**config.mk**
```make
export PLATFORM = sky130hd
export DESIGN_NAME = stack_cpu_ctrl
export DESIGN_NICKNAME = d
export VERILOG_FILES = /design/src/rtl/stack_cpu_ctrl.sv
export SDC_FILE = /design/constraint.sdc
export NUM_CORES = 1
export LEC_CHECK = 0
export CAP_MARGIN = 20
export CORE_UTILIZATION = 35
export CTS_CLUSTER_DIAMETER = 60
export DETAILED_ROUTE_END_ITERATION = 7
export DONT_BUFFER_PORTS = 1
export PLACE_DENSITY = 0.55
export SLEW_MARGIN = 5
export SYNTH_ARGS = -nofsm -noshare
export SYNTH_HDL_FRONTEND = slang
export SYNTH_SLANG_ARGS = --single-unit
```
**constraint.sdc**
```tcl
create_clock -name clk -period 2.3 [get_ports clk]
set_clock_uncertainty 0.15 [all_clocks]
set_input_delay 0.115 -clock clk [delete_from_list [all_inputs] [get_ports clk]]
set_output_delay 0.115 -clock clk [all_outputs]
set_load 0.01 [all_outputs]
```
**src/rtl/stack_cpu_ctrl.sv**
```systemverilog
// Multi-cycle control unit for the 16-bit stack CPU: fetch, decode, stack pops/pushes, load/store, jump.
// Optional macro STACK_CHECK_EN traps a POP on an empty stack into ERROR.
module stack_cpu_ctrl #(
  parameter int unsigned ILLEGAL_HALTS = 0
) (
  input  logic       clk,
  input  logic       rst_n,
  input  logic [5:0] opcode,
  input  logic       sr_empty,
  output logic       cmd_w,
  output logic       R1_w,
  output logic       R2_w,
  output logic       SR_w,
  output logic       PC_w,
  output logic       SR_inc,
  output logic       PC_inc,
  output logic [1:0] SR_incc,
  output logic [1:0] PC_incc,
  output logic [2:0] ALU_func,
  output logic [1:0] addr_sel,
  output logic [1:0] data_sel,
  output logic       write_memory,
  output logic       error,
  output logic       halted,
  output logic [3:0] state
);

  localparam int unsigned STATE_W = 4;
  localparam int unsigned OP_W    = 6;

  typedef enum logic [STATE_W-1:0] {
    S_INIT    = 4'd0,
    S_FETCH   = 4'd1,
    S_DECODE  = 4'd2,
    S_POP_R2  = 4'd3,
    S_POP_R1  = 4'd4,
    S_LIT_RD  = 4'd5,
    S_PUSH    = 4'd6,
    S_LD_RD   = 4'd7,
    S_ST_WR   = 4'd8,
    S_JMP_SET = 4'd9,
    S_HALT    = 4'd10,
    S_ERROR   = 4'd11
  } state_t;

  localparam logic [OP_W-1:0] OP_NOP  = 6'h00;
  localparam logic [OP_W-1:0] OP_LIT  = 6'h01;
  localparam logic [OP_W-1:0] OP_ADD  = 6'h02;
  localparam logic [OP_W-1:0] OP_XOR  = 6'h06;
  localparam logic [OP_W-1:0] OP_LD   = 6'h08;
  localparam logic [OP_W-1:0] OP_ST   = 6'h09;
  localparam logic [OP_W-1:0] OP_JMP  = 6'h0A;
  localparam logic [OP_W-1:0] OP_HALT = 6'h3F;

  localparam logic [2:0] ALU_PASS_R1 = 3'd0;
  localparam logic [2:0] ALU_PASS_R2 = 3'd6;

  localparam logic [1:0] NXT_ALU   = 2'd0;
  localparam logic [1:0] NXT_STEP  = 2'd1;
  localparam logic [1:0] NXT_CONST = 2'd2;

  localparam logic [1:0] ADDR_SR    = 2'd0;
  localparam logic [1:0] ADDR_SR_ID = 2'd1;
  localparam logic [1:0] ADDR_PC    = 2'd2;
  localparam logic [1:0] ADDR_R1    = 2'd3;

  localparam logic [1:0] DATA_ALU = 2'd2;

  typedef struct packed {
    logic       cmd_w;
    logic       r1_w;
    logic       r2_w;
    logic       sr_w;
    logic       pc_w;
    logic       sr_inc;
    logic       pc_inc;
    logic [1:0] sr_incc;
    logic [1:0] pc_incc;
    logic [2:0] alu_func;
    logic [1:0] addr_sel;
    logic [1:0] data_sel;
    logic       write_memory;
    logic       halted;
    logic       error;
  } ctrl_t;

  state_t state_q;
  ctrl_t  ctrl_q;
  logic   underflow;

  function automatic logic is_alu_op(input logic [OP_W-1:0] op);
    return (op >= OP_ADD) && (op <= OP_XOR);
  endfunction

  // Instruction sequencing; each multi-step opcode walks its own fixed path.
  function automatic state_t next_state(input state_t cur, input logic [OP_W-1:0] op);
    state_t nxt;
    nxt = S_ERROR;
    case (cur)
      S_INIT:   nxt = S_FETCH;
      S_FETCH:  nxt = S_DECODE;
      S_DECODE: begin
        if (op == OP_NOP)                          nxt = S_FETCH;
        else if (op == OP_LIT)                     nxt = S_LIT_RD;
        else if (is_alu_op(op))                    nxt = S_POP_R2;
        else if (op == OP_LD || op == OP_ST ||
                 op == OP_JMP)                     nxt = S_POP_R1;
        else if (op == OP_HALT)                    nxt = S_HALT;
        else if (ILLEGAL_HALTS != 0)               nxt = S_HALT;
        else                                       nxt = S_ERROR;
      end
      S_POP_R2: begin
        if (is_alu_op(op))      nxt = S_POP_R1;
        else if (op == OP_ST)   nxt = S_ST_WR;
        else                    nxt = S_ERROR;
      end
      S_POP_R1: begin
        if (is_alu_op(op))      nxt = S_PUSH;
        else if (op == OP_LD)   nxt = S_LD_RD;
        else if (op == OP_ST)   nxt = S_POP_R2;
        else if (op == OP_JMP)  nxt = S_JMP_SET;
        else                    nxt = S_ERROR;
      end
      S_LIT_RD:  nxt = S_PUSH;
      S_PUSH:    nxt = S_FETCH;
      S_LD_RD:   nxt = S_PUSH;
      S_ST_WR:   nxt = S_FETCH;
      S_JMP_SET: nxt = S_FETCH;
      S_HALT:    nxt = S_HALT;
      default:   nxt = S_ERROR;
    endcase
    return nxt;
  endfunction

  // Moore control word for a state; only PUSH looks at the opcode.
  function automatic ctrl_t decode_ctrl(input state_t s, input logic [OP_W-1:0] op);
    ctrl_t c;
    c = '0;
    case (s)
      S_INIT: begin
        c.sr_w    = 1'b1;
        c.pc_w    = 1'b1;
        c.sr_incc = NXT_CONST;
        c.pc_incc = NXT_CONST;
      end
      S_FETCH: begin
        c.addr_sel = ADDR_PC;
        c.cmd_w    = 1'b1;
        c.pc_w     = 1'b1;
        c.pc_incc  = NXT_STEP;
        c.pc_inc   = 1'b1;
      end
      S_POP_R2, S_POP_R1: begin
        c.addr_sel = ADDR_SR;
        c.r2_w     = (s == S_POP_R2);
        c.r1_w     = (s == S_POP_R1);
        c.sr_w     = 1'b1;
        c.sr_incc  = NXT_STEP;
        c.sr_inc   = 1'b1;
      end
      S_LIT_RD: begin
        c.addr_sel = ADDR_PC;
        c.r1_w     = 1'b1;
        c.pc_w     = 1'b1;
        c.pc_incc  = NXT_STEP;
        c.pc_inc   = 1'b1;
      end
      S_PUSH: begin
        c.sr_inc       = 1'b0;
        c.addr_sel     = ADDR_SR_ID;
        c.data_sel     = DATA_ALU;
        c.write_memory = 1'b1;
        c.sr_w         = 1'b1;
        c.sr_incc      = NXT_STEP;
        if (op == OP_LD)        c.alu_func = ALU_PASS_R2;
        else if (is_alu_op(op)) c.alu_func = 3'(op - 6'd1);
        else                    c.alu_func = ALU_PASS_R1;
      end
      S_LD_RD: begin
        c.addr_sel = ADDR_R1;
        c.r2_w     = 1'b1;
      end
      S_ST_WR: begin
        c.addr_sel     = ADDR_R1;
        c.data_sel     = DATA_ALU;
        c.alu_func     = ALU_PASS_R2;
        c.write_memory = 1'b1;
      end
      S_JMP_SET: begin
        c.pc_w     = 1'b1;
        c.pc_incc  = NXT_ALU;
        c.alu_func = ALU_PASS_R1;
      end
      S_HALT:  c.halted = 1'b1;
      S_ERROR: c.error  = 1'b1;
      default: c = '0;
    endcase
    return c;
  endfunction

`ifdef STACK_CHECK_EN
  assign underflow = sr_empty && ((state_q == S_POP_R1) || (state_q == S_POP_R2));
`else
  logic unused_sr_empty;
  assign unused_sr_empty = sr_empty;
  assign underflow       = 1'b0;
`endif

  // State and control word advance together so every output leaves a flop.
  always_ff @(posedge clk) begin
    if (!rst_n) begin
      state_q <= S_INIT;
      ctrl_q  <= decode_ctrl(S_INIT, opcode);
    end else if (underflow) begin
      state_q <= S_ERROR;
      ctrl_q  <= decode_ctrl(S_ERROR, opcode);
    end else begin
      state_q <= next_state(state_q, opcode);
      ctrl_q  <= decode_ctrl(next_state(state_q, opcode), opcode);
    end
  end

  // An underflowing POP must not disturb any register or memory.
  assign cmd_w        = ctrl_q.cmd_w        & ~underflow;
  assign R1_w         = ctrl_q.r1_w         & ~underflow;
  assign R2_w         = ctrl_q.r2_w         & ~underflow;
  assign SR_w         = ctrl_q.sr_w         & ~underflow;
  assign PC_w         = ctrl_q.pc_w         & ~underflow;
  assign write_memory = ctrl_q.write_memory & ~underflow;
  assign SR_inc       = ctrl_q.sr_inc;
  assign PC_inc       = ctrl_q.pc_inc;
  assign SR_incc      = ctrl_q.sr_incc;
  assign PC_incc      = ctrl_q.pc_incc;
  assign ALU_func     = ctrl_q.alu_func;
  assign addr_sel     = ctrl_q.addr_sel;
  assign data_sel     = ctrl_q.data_sel;
  assign halted       = ctrl_q.halted;
  assign error        = ctrl_q.error;
  assign state        = state_q;

endmodule

```
==> results of run 1 <==
-- power by group --
group,switching [µW],total (µW),internal (µW)
combinational,284,498,214
clock,113,289,176
sequential,116,599,484
-- Yosys cell counts, drive strengths merged (2+ instances only) --
library cell,instances,area [µm²]
nor2,10,37.54
a21oi,8,40.04
clkbuf,3,22.51
nor4b,3,45.04
nand2b,5,31.28
and3,2,13.77
a32oi,2,17.52
ha,4,50.05
nand2,6,22.52
buf,7,63.81
o21ai,8,40.03
a211o,2,17.52
dfxtp,22,440.4
nor2b,3,18.77
inv,9,33.78
nor3,8,45.04
nand3,8,40.04
-- registers in the layout, indices dropped and copies added, names as in the netlist, 2 cells and up --
register and cells:
state 4, SR_incc 2, ALU_func 3, addr_sel 2
-- cells in the final DEF (no fill, tap or decap), types with 2 or more instances in the layout --
master          n
dfxtp_1        22
nor2_1         10
buf_4          10
inv_1           9
nand3_1         8
a21oi_1         8
o21ai_0         7
nor3_1          6
nand2_1         6
nand2b_1        5
ha_1            4
nor2b_1         3
clkbuf_4        3
nor3_2          2
nor4b_2         2
a32oi_1         2
a211o_1         2
dlygate4sd3_1   2
-- layer usage --
metal	GRT usage	vias up	routed length, µm
met2	0.2365	25	1118
li1	-	467	-
met4	0.01661	0	0
met5	0	-	0
met1	0.2058	432	1159
met3	0.04762	0	106
-- final cells by class --
class	count	area (µm²)
multi-input cells	89	623.1
well taps	44	55.05
fillers	328	1803
clock inverters	1	30.03
flip-flops and latches	22	440.4
inverters	9	33.78
repair buffers	12	95.09
clock buffers	3	22.52
-- kinds of logic (layout without fill, tap and decap cells) --
kind of cell,count (synthesis),in the layout,synth area share
compound gates,30,30,0.1861
fa+ha+maj,4,4,0.04278
buf+inv,19,25,0.1027
flops,22,22,0.3765
mux,2,2,0.01818
other cells,1,1,0.003205
simple gates,52,52,0.2706
-- final timing paths --
kind | from | end | slack (ps) | cells after the start
setup / recovery | state[2] | addr_sel[1] | 130 | 6
setup reg to reg | state[2] | addr_sel[1] | 130 | 6
hold reg to reg | state[3] | state[3] | 670 | 3
hold / removal | opcode[3] | ALU_func[0] | -6 | 4
-- timing repair --
action	4_1_cts	5_1_grt
hold buffers	2	0
gates resized for setup	0	2
endpoints found under the setup margin	0	7
hold endpoints to repair	22	0
-- through the flow --
step | setup slack (ps) | hold WS [ps] | TNS (ps) | cells | total power (µW)
after CTS | 96.82 | 5.759 | 0 | 180 | 1386
after global placement | 155.1 | 49.64 | 0 | 174 | 1087
after detailed placement | 121.5 | 43.55 | 0 | 174 | 1095
final | 132.2 | -5.706 | 0 | 180 | 1387
after global routing | -48.77 | 32.04 | -126.6 | 180 | 1493
after floorplan | 208.5 | 36.83 | 0 | 130 | 995.5
-- critical path: stages (launching register included) --
cell and delay (ps):
dfxtp_1 520, nand4bb_1 210, a21oi_1 60, mux2_1 330
nor3_2 320, nand2b_1 170, a221oi_1 330
==> flow_summary.yaml, run 1 <==
logic_synthesis:
  synth_cell_types: 43
  ys.flop_type: "dfxtp_1"
  yosysWarnings: 0
  synthArstFlopShare: 0
  synthesis.area_um2: 1170
  synth_edf_count: 0
  yosysSeqAreaShare: 0.3765
  synthCells: 130
  syn_area_per_cell_um2: 8.999
  ys_ff_latch: 22
  synth_nets: 143
timing:
  whs_ps: -5.706
  rsz0062_at_grt: "yes"
  min_period_ps: 2168
  fmax_ghz: 0.4613
  period_share: 0.9425
  setup_viol: 0
  drv_slew: 0
  hold_viol_final: 1
critical_path:
  crit_type: "reg2reg"
  cp_max_fo: 10
  arrival_ps: 2230
  worstSetupEndpointType: "flip-flop"
  crit_path_start_kind: "flip-flop"
  required_ps: 2370
power_and_ir_drop:
  max-vdd-ir-drop_mv: 0.5526
  leakage_uw: 0.0005245
  power_density_nw_per_um2: 1067
clocking:
  htreeDepth: 1
  cts_sinks: 22
  cts_buffers: 3
  cts_tree: "built"
  clk_pin_slew_ps: 120
  clockBufferDepth: 2
  clk_latency_ps: 300
  cts_setup_buffers: 0
  root_buffer: "clkbuf_4"
placed_design:
  io_buffers: 0
  place_hpwl_mm: 1.823
  post_dp_cell_area_um2: 1214
  routabilityCongestion: 0.8015
finish:
  drive_gt1_frac: 0.1838
  fin_util: 0.4190
  num_antenna_cells: 0
  design_area_um2: 1300
  num-nets-final: 150
  syn_to_final_growth_pct: 11.12
routing:
  vias: 924
  drt-pass1-iter-count: 4
  wire_per_inst_um: 13.24
  drc: 0
  detail_route.iter0.violations: 24
  drt-total-wl_mm: 2.384
  final_antenna_net_count: 0
  via_per_inst: 5.133
global_routing:
  grt_pass1_vias: 902
  grt_pass1_wl_mm: 4.112
  grt_overflow: 0
  grt_max_degree: 14
  antenna_found_initial: 0
  grt.total_usage: 0.1501
die:
  core_um2: 3103
  dieArea_um2: 3578
  initial_core_util: 0.3770
  ios: 34
  die_x_um: 59.82
  rows: 20
  die_h_um: 59.82
run:
  max_cap_violations: 0
min_path:
  min_path_type: "in2reg"
outcome:
  run_status: "complete, but fails checks"
  violations: "negative hold slack"
Power figures use the tool's default switching activity.
==> inputs of run 2 (changes only) <==
RECOVER_POWER = 100   (was default)
==> run 2 against run 1 <==
Largest power group unchanged. Wire length shrank 0.13%. Sequential power barely moved. Clock-buffer cell count unchanged. The flow still finishes with violations (negative hold slack). Global-route usage unchanged. Sequential cell count unchanged. Non-clock buffer count stayed put. Clock power about the same. Worst hold slack about the same.
==> flow_summary.yaml, run 2 (synthesis results as in run 1) <==
outcome:
  run_status: "complete, but fails checks"
  violations: "negative hold slack"
global_routing:
  grt_overflow: 0
  use_met1: 0.2058
  use_met3: 0.04762
  grt_pass1_wl_mm: 4.112
  gr-usage-met2: 0.2365
  grt.total_usage: 0.1501
  busiest_layer: "met2"
  antenna_found_initial: 0
  grt_pass1_vias: 902
  grt_max_degree: 14
die:
  die_h_um: 59.82
  initial_core_util: 0.3770
  rows: 20
  die_x_um: 59.82
  dieArea_um2: 3578
  ios: 34
  core_um2: 3103
critical_path:
  crit_chain: "nand4bb_1 > a21oi_1 > mux2_1 > nor3_2 > nand2b_1 > a221oi_1"
  crit_path_start_kind: "flip-flop"
  arrival_ps: 2230
  critPathSlowestCell: "dfxtp_1"
  required_ps: 2370
  worstSetupEndpointType: "flip-flop"
  crit_type: "reg2reg"
  cp_max_fo: 10
  max_stage_delay_ps: 510
clocking:
  root_buffer: "clkbuf_4"
  cts_setup_buffers: 0
  clk_latency_ps: 300
  clockBufferDepth: 2
  cts_sinks: 22
  cts_buffers: 3
  htreeDepth: 1
  cts_tree: "built"
  clk_pin_slew_ps: 120
finish:
  fin_cells: 180
  fin_util: 0.4177
  num-nets-final: 150
  num_antenna_cells: 0
  register_area_um2: 440.4
  final_cell_mix: "dfxtp_1, nor2_1, inv_1, buf_4"
  syn_to_final_growth_pct: 10.80
  largest_reg_flops: 4
  drive_gt1_frac: 0.1765
  multiInputGateArea_um2: 623.1
  fillers: 329
  final_common_cell: "dfxtp_1"
power_and_ir_drop:
  power.share.switching: 0.3710
  seq_power_share: 0.434
  p_comb_frac: 0.357
  power_density_nw_per_um2: 1065
  max-vdd-ir-drop_mv: 0.5516
  switchingPower_uw: 512.4
  leakage_uw: 0.0005207
  power_uw: 1381
  intPower_uw: 868.5
  p_clk_frac: 0.209
placed_design:
  io_buffers: 0
  dpl.cell_count: 174
  place_hpwl_mm: 1.823
  routabilityCongestion: 0.8015
routing:
  final_antenna_net_count: 0
  wire_per_inst_um: 13.23
  drc: 0
  drt-pass1-iter-count: 4
  vias: 921
  detail_route.iter0.violations: 24
  via_per_inst: 5.117
  drt-total-wl_mm: 2.381
timing:
  setup_viol: 0
  finalSetupTns_ps: 0
  rsz0062_at_grt: "yes"
  period_share: 0.9416
  min_period_ps: 2166
  whs_ps: -5.706
  hold_viol_final: 1
  fmax_ghz: 0.4617
  drv_slew: 0
run:
  max_cap_violations: 0
min_path:
  min_path_type: "in2reg"
## run 2: cell types whose count changed in the layout (fill, tap and decap cells not counted)
cell,delta
buf_4,-1
clkbuf_1,+1
## run 2: critical path, delay by kind of cell (launching register included)
kind / cells / cell delay [ps]
AND/OR/NAND/NOR: 3 / 700
flip-flops: 1 / 510
AO/OA/AOI/OAI: 2 / 390
multiplexers: 1 / 330
## run 2: cell type report
type / instances / share of cell area
Clock buffer: 3 / 0.01737
Clock inverter: 1 / 0.02317
Inverter: 9 / 0.02606
Multi-Input combinational cell: 89 / 0.4807
Sequential cell: 22 / 0.3398
Tap cell: 44 / 0.04247
Timing Repair Buffer: 12 / 0.07046
## run 2: routing by layer
metal	routed length, µm	part of all wire
met1	1160	0.49
met2	1116	0.47
met3	105	0.044
met4	0	0
met5	0	0
## run 2: path summary, 6_finish.rpt
check	start	endpoint	slack, ps	cells after the start
worst min register to register	state[3]	state[3]	670	3
worst max register to register	state[2]	addr_sel[1]	130	6
worst min-delay path	opcode[3]	ALU_func[0]	-6	4
worst max-delay path	state[2]	addr_sel[1]	130	6
## run 2: power groups by stage
stage | Sequential [µW] | Clock (µW) | Combinational, µW
2_1_floorplan | 590 | 0 | 405
3_3_place_gp | 601 | 0 | 487
3_5_place_dp | 607 | 0 | 488
4_1_cts | 598 | 293 | 495
5_1_grt | 618 | 311 | 559
6_report | 599 | 289 | 493
## run 2: through the flow
| stage | hold slack [ps] | setup WS, ps | instance area, µm² |
|---|---|---|---|
| 2_1_floorplan | 36.83 | 208.5 | 1170 |
| 3_3_place_gp | 49.64 | 155.1 | 1214 |
| 3_5_place_dp | 43.55 | 121.5 | 1214 |
| 4_1_cts | 5.759 | 96.82 | 1286 |
| 5_1_grt | 32.04 | -48.77 | 1296 |
| 6_report | -5.706 | 134.3 | 1296 |
## run 2: what timing repair did
item	in CTS	in global routing
endpoints found under the hold margin	22	0
hold buffers	2	0
gates resized for setup	0	2
setup endpoints to repair	0	7
==> inputs of run 3 (changes only) <==
CORE_ASPECT_RATIO = 0.8   (was default)
==> run 3 against run 2 <==
The run now ends clean. Non-clock buffer count decreased by 2. Sequential share of layout area is 0.43 points higher. Wire length grew 5.1%. Utilization decreased by 0.77 points. Setup slack better by 47 ps. Clock-buffer cell count up 1. Register-to-register slack better by 50 ps. Worst hold slack better by 50 ps. Global-route usage increased by 0.15 points. Critical path type unchanged. Highest routed layer is now met4.
==> flow_summary.yaml, run 3 (synthesis results as in run 1) <==
timing:
  drv_slew: 0
  whs_ps: 44.11
  fmax_ghz: 0.4719
  finalSetupTns_ps: 0
  hold_viol_final: 0
  setup_viol: 0
  period_share: 0.9213
  min_period_ps: 2119
critical_path:
  required_ps: 2320
  cp_max_fo: 9
  max_stage_delay_ps: 440
  crit_chain: "nand4bb_1 > a21oi_1 > mux2_1 > nor3_2 > nand2_1 > a221oi_1"
  crit_type: "reg2reg"
  critPathTopFamily: "simple AND/OR/NAND/NOR gates"
  arrival_ps: 2140
  critPathSlowestCell: "dfxtp_1"
  critPathBufInv: 0
  crit_path_start_kind: "flip-flop"
  worstSetupEndpointType: "flip-flop"
global_routing:
  grt_pass1_vias: 870
  grt_overflow: 0
  grt_max_degree: 13
  grt.total_usage: 0.1516
  antenna_found_initial: 0
  grt_pass1_wl_mm: 4.071
routing:
  drt-pass1-iter-count: 4
  final_antenna_net_count: 0
  vias: 952
  detail_route.iter0.violations: 30
  drt-total-wl_mm: 2.502
  drc: 0
  via_per_inst: 5.471
  wire_per_inst_um: 14.38
power_and_ir_drop:
  intPower_uw: 835.3
  seq_power_share: 0.454
  p_comb_frac: 0.349
  leakage_uw: 0.0005129
  p_clk_frac: 0.197
  power.share.switching: 0.3784
  switchingPower_uw: 508.4
  max-vdd-ir-drop_mv: 0.5280
  power_density_nw_per_um2: 1047
die:
  die_h_um: 53.71
  rows: 18
  dieArea_um2: 3579
  initial_core_util: 0.3737
  die_x_um: 66.64
  ios: 34
  core_um2: 3131
clocking:
  htreeDepth: 1
  cts_tree: "built"
  clockBufferDepth: 2
  cts_buffers: 3
  cts_sinks: 22
  clk_pin_slew_ps: 70
  cts_setup_buffers: 0
  clk_latency_ps: 260
  root_buffer: "clkbuf_8"
outcome:
  run_status: "finished clean"
min_path:
  min_path_type: "in2reg"
finish:
  fillers: 325
  num-nets-final: 148
  largest_reg_flops: 4
  design_area_um2: 1284
  drive_gt1_frac: 0.1791
  syn_to_final_growth_pct: 9.733
  fin_cells: 174
  final_common_cell: "dfxtp_1"
  final_cell_mix: "dfxtp_1, nor2_1, inv_1"
  num_antenna_cells: 0
placed_design:
  post_dp_cell_area_um2: 1194
  io_buffers: 0
  place_hpwl_mm: 1.861
  dpl.cell_count: 168
  routabilityCongestion: 0.8518
run:
  max_cap_violations: 0
## run 3: cell types whose count changed in the layout (fill, tap and decap cells not counted)
cell / before / now
nor3_1: 6 / 7
or3_4: 0 / 1
clkbuf_1: 1 / 0
nor3_2: 2 / 1
dfxtp_1: 22 / 21
buf_4: 9 / 8
dfxtp_2: 0 / 1
clkbuf_4: 3 / 0
bufinv_16: 1 / 0
or3_1: 1 / 0
clkbuf_8: 0 / 4
## run 3: final cells by class
class	instances	area (µm²)	area share
multi-input combinational	89	623.1	0.4854
sequential	22	441.7	0.3441
timing repair buffer	10	80.08	0.06238
clock buffer	4	55.05	0.04289
inverter	9	33.78	0.02632
tap	40	50.05	0.03899
## run 3: path summary, 6_finish.rpt
path	startpoint	endpoint	slack, ps	cells past startpoint
hold reg to reg	state[3]	ALU_func[0]	660	5
setup reg to reg	state[0]	addr_sel[1]	180	6
hold / removal	opcode[3]	ALU_func[0]	40	4
setup / recovery	state[0]	addr_sel[1]	180	6
## run 3: layer usage
layer,wire (µm),GRT usage,vias up,share of wire
li1,-,-,461,-
met1,1187,0.2061,458,0.47
met2,1109,0.2256,27,0.44
met3,182,0.05932,6,0.073
met4,23,0.03191,0,0.0092
met5,0,0,-,0
## run 3: worst min-delay path: stages
cell     delay, ps
nand3_1         50
a32oi_1        130
nand3_1         80
nor2_1          40
## run 3: timing repair
| action | 4_1_cts | 5_1_grt |
|---|---|---|
| hold buffers | 2 | 0 |
| endpoints found under the hold margin | 22 | 0 |
| gates resized for setup | 0 | 3 |
| setup endpoints to repair | 0 | 7 |
## run 3: power groups by stage
stage,clock network (µW),logic [µW],registers (µW)
after floorplan,0,405,590
after global placement,0,444,613
after detailed placement,0,447,614
after CTS,275,454,605
after global routing,288,535,628
final,265,469,610
## run 3: stage by stage
step	setup slack, ps	total power (µW)	util
floorplan	208.5	995.5	-
global placement	145.0	1056	0.3813
detailed placement	128.5	1061	0.3813
CTS	141.6	1335	0.4053
global route	-10.16	1451	0.4101
finish	180.9	1344	0.4101
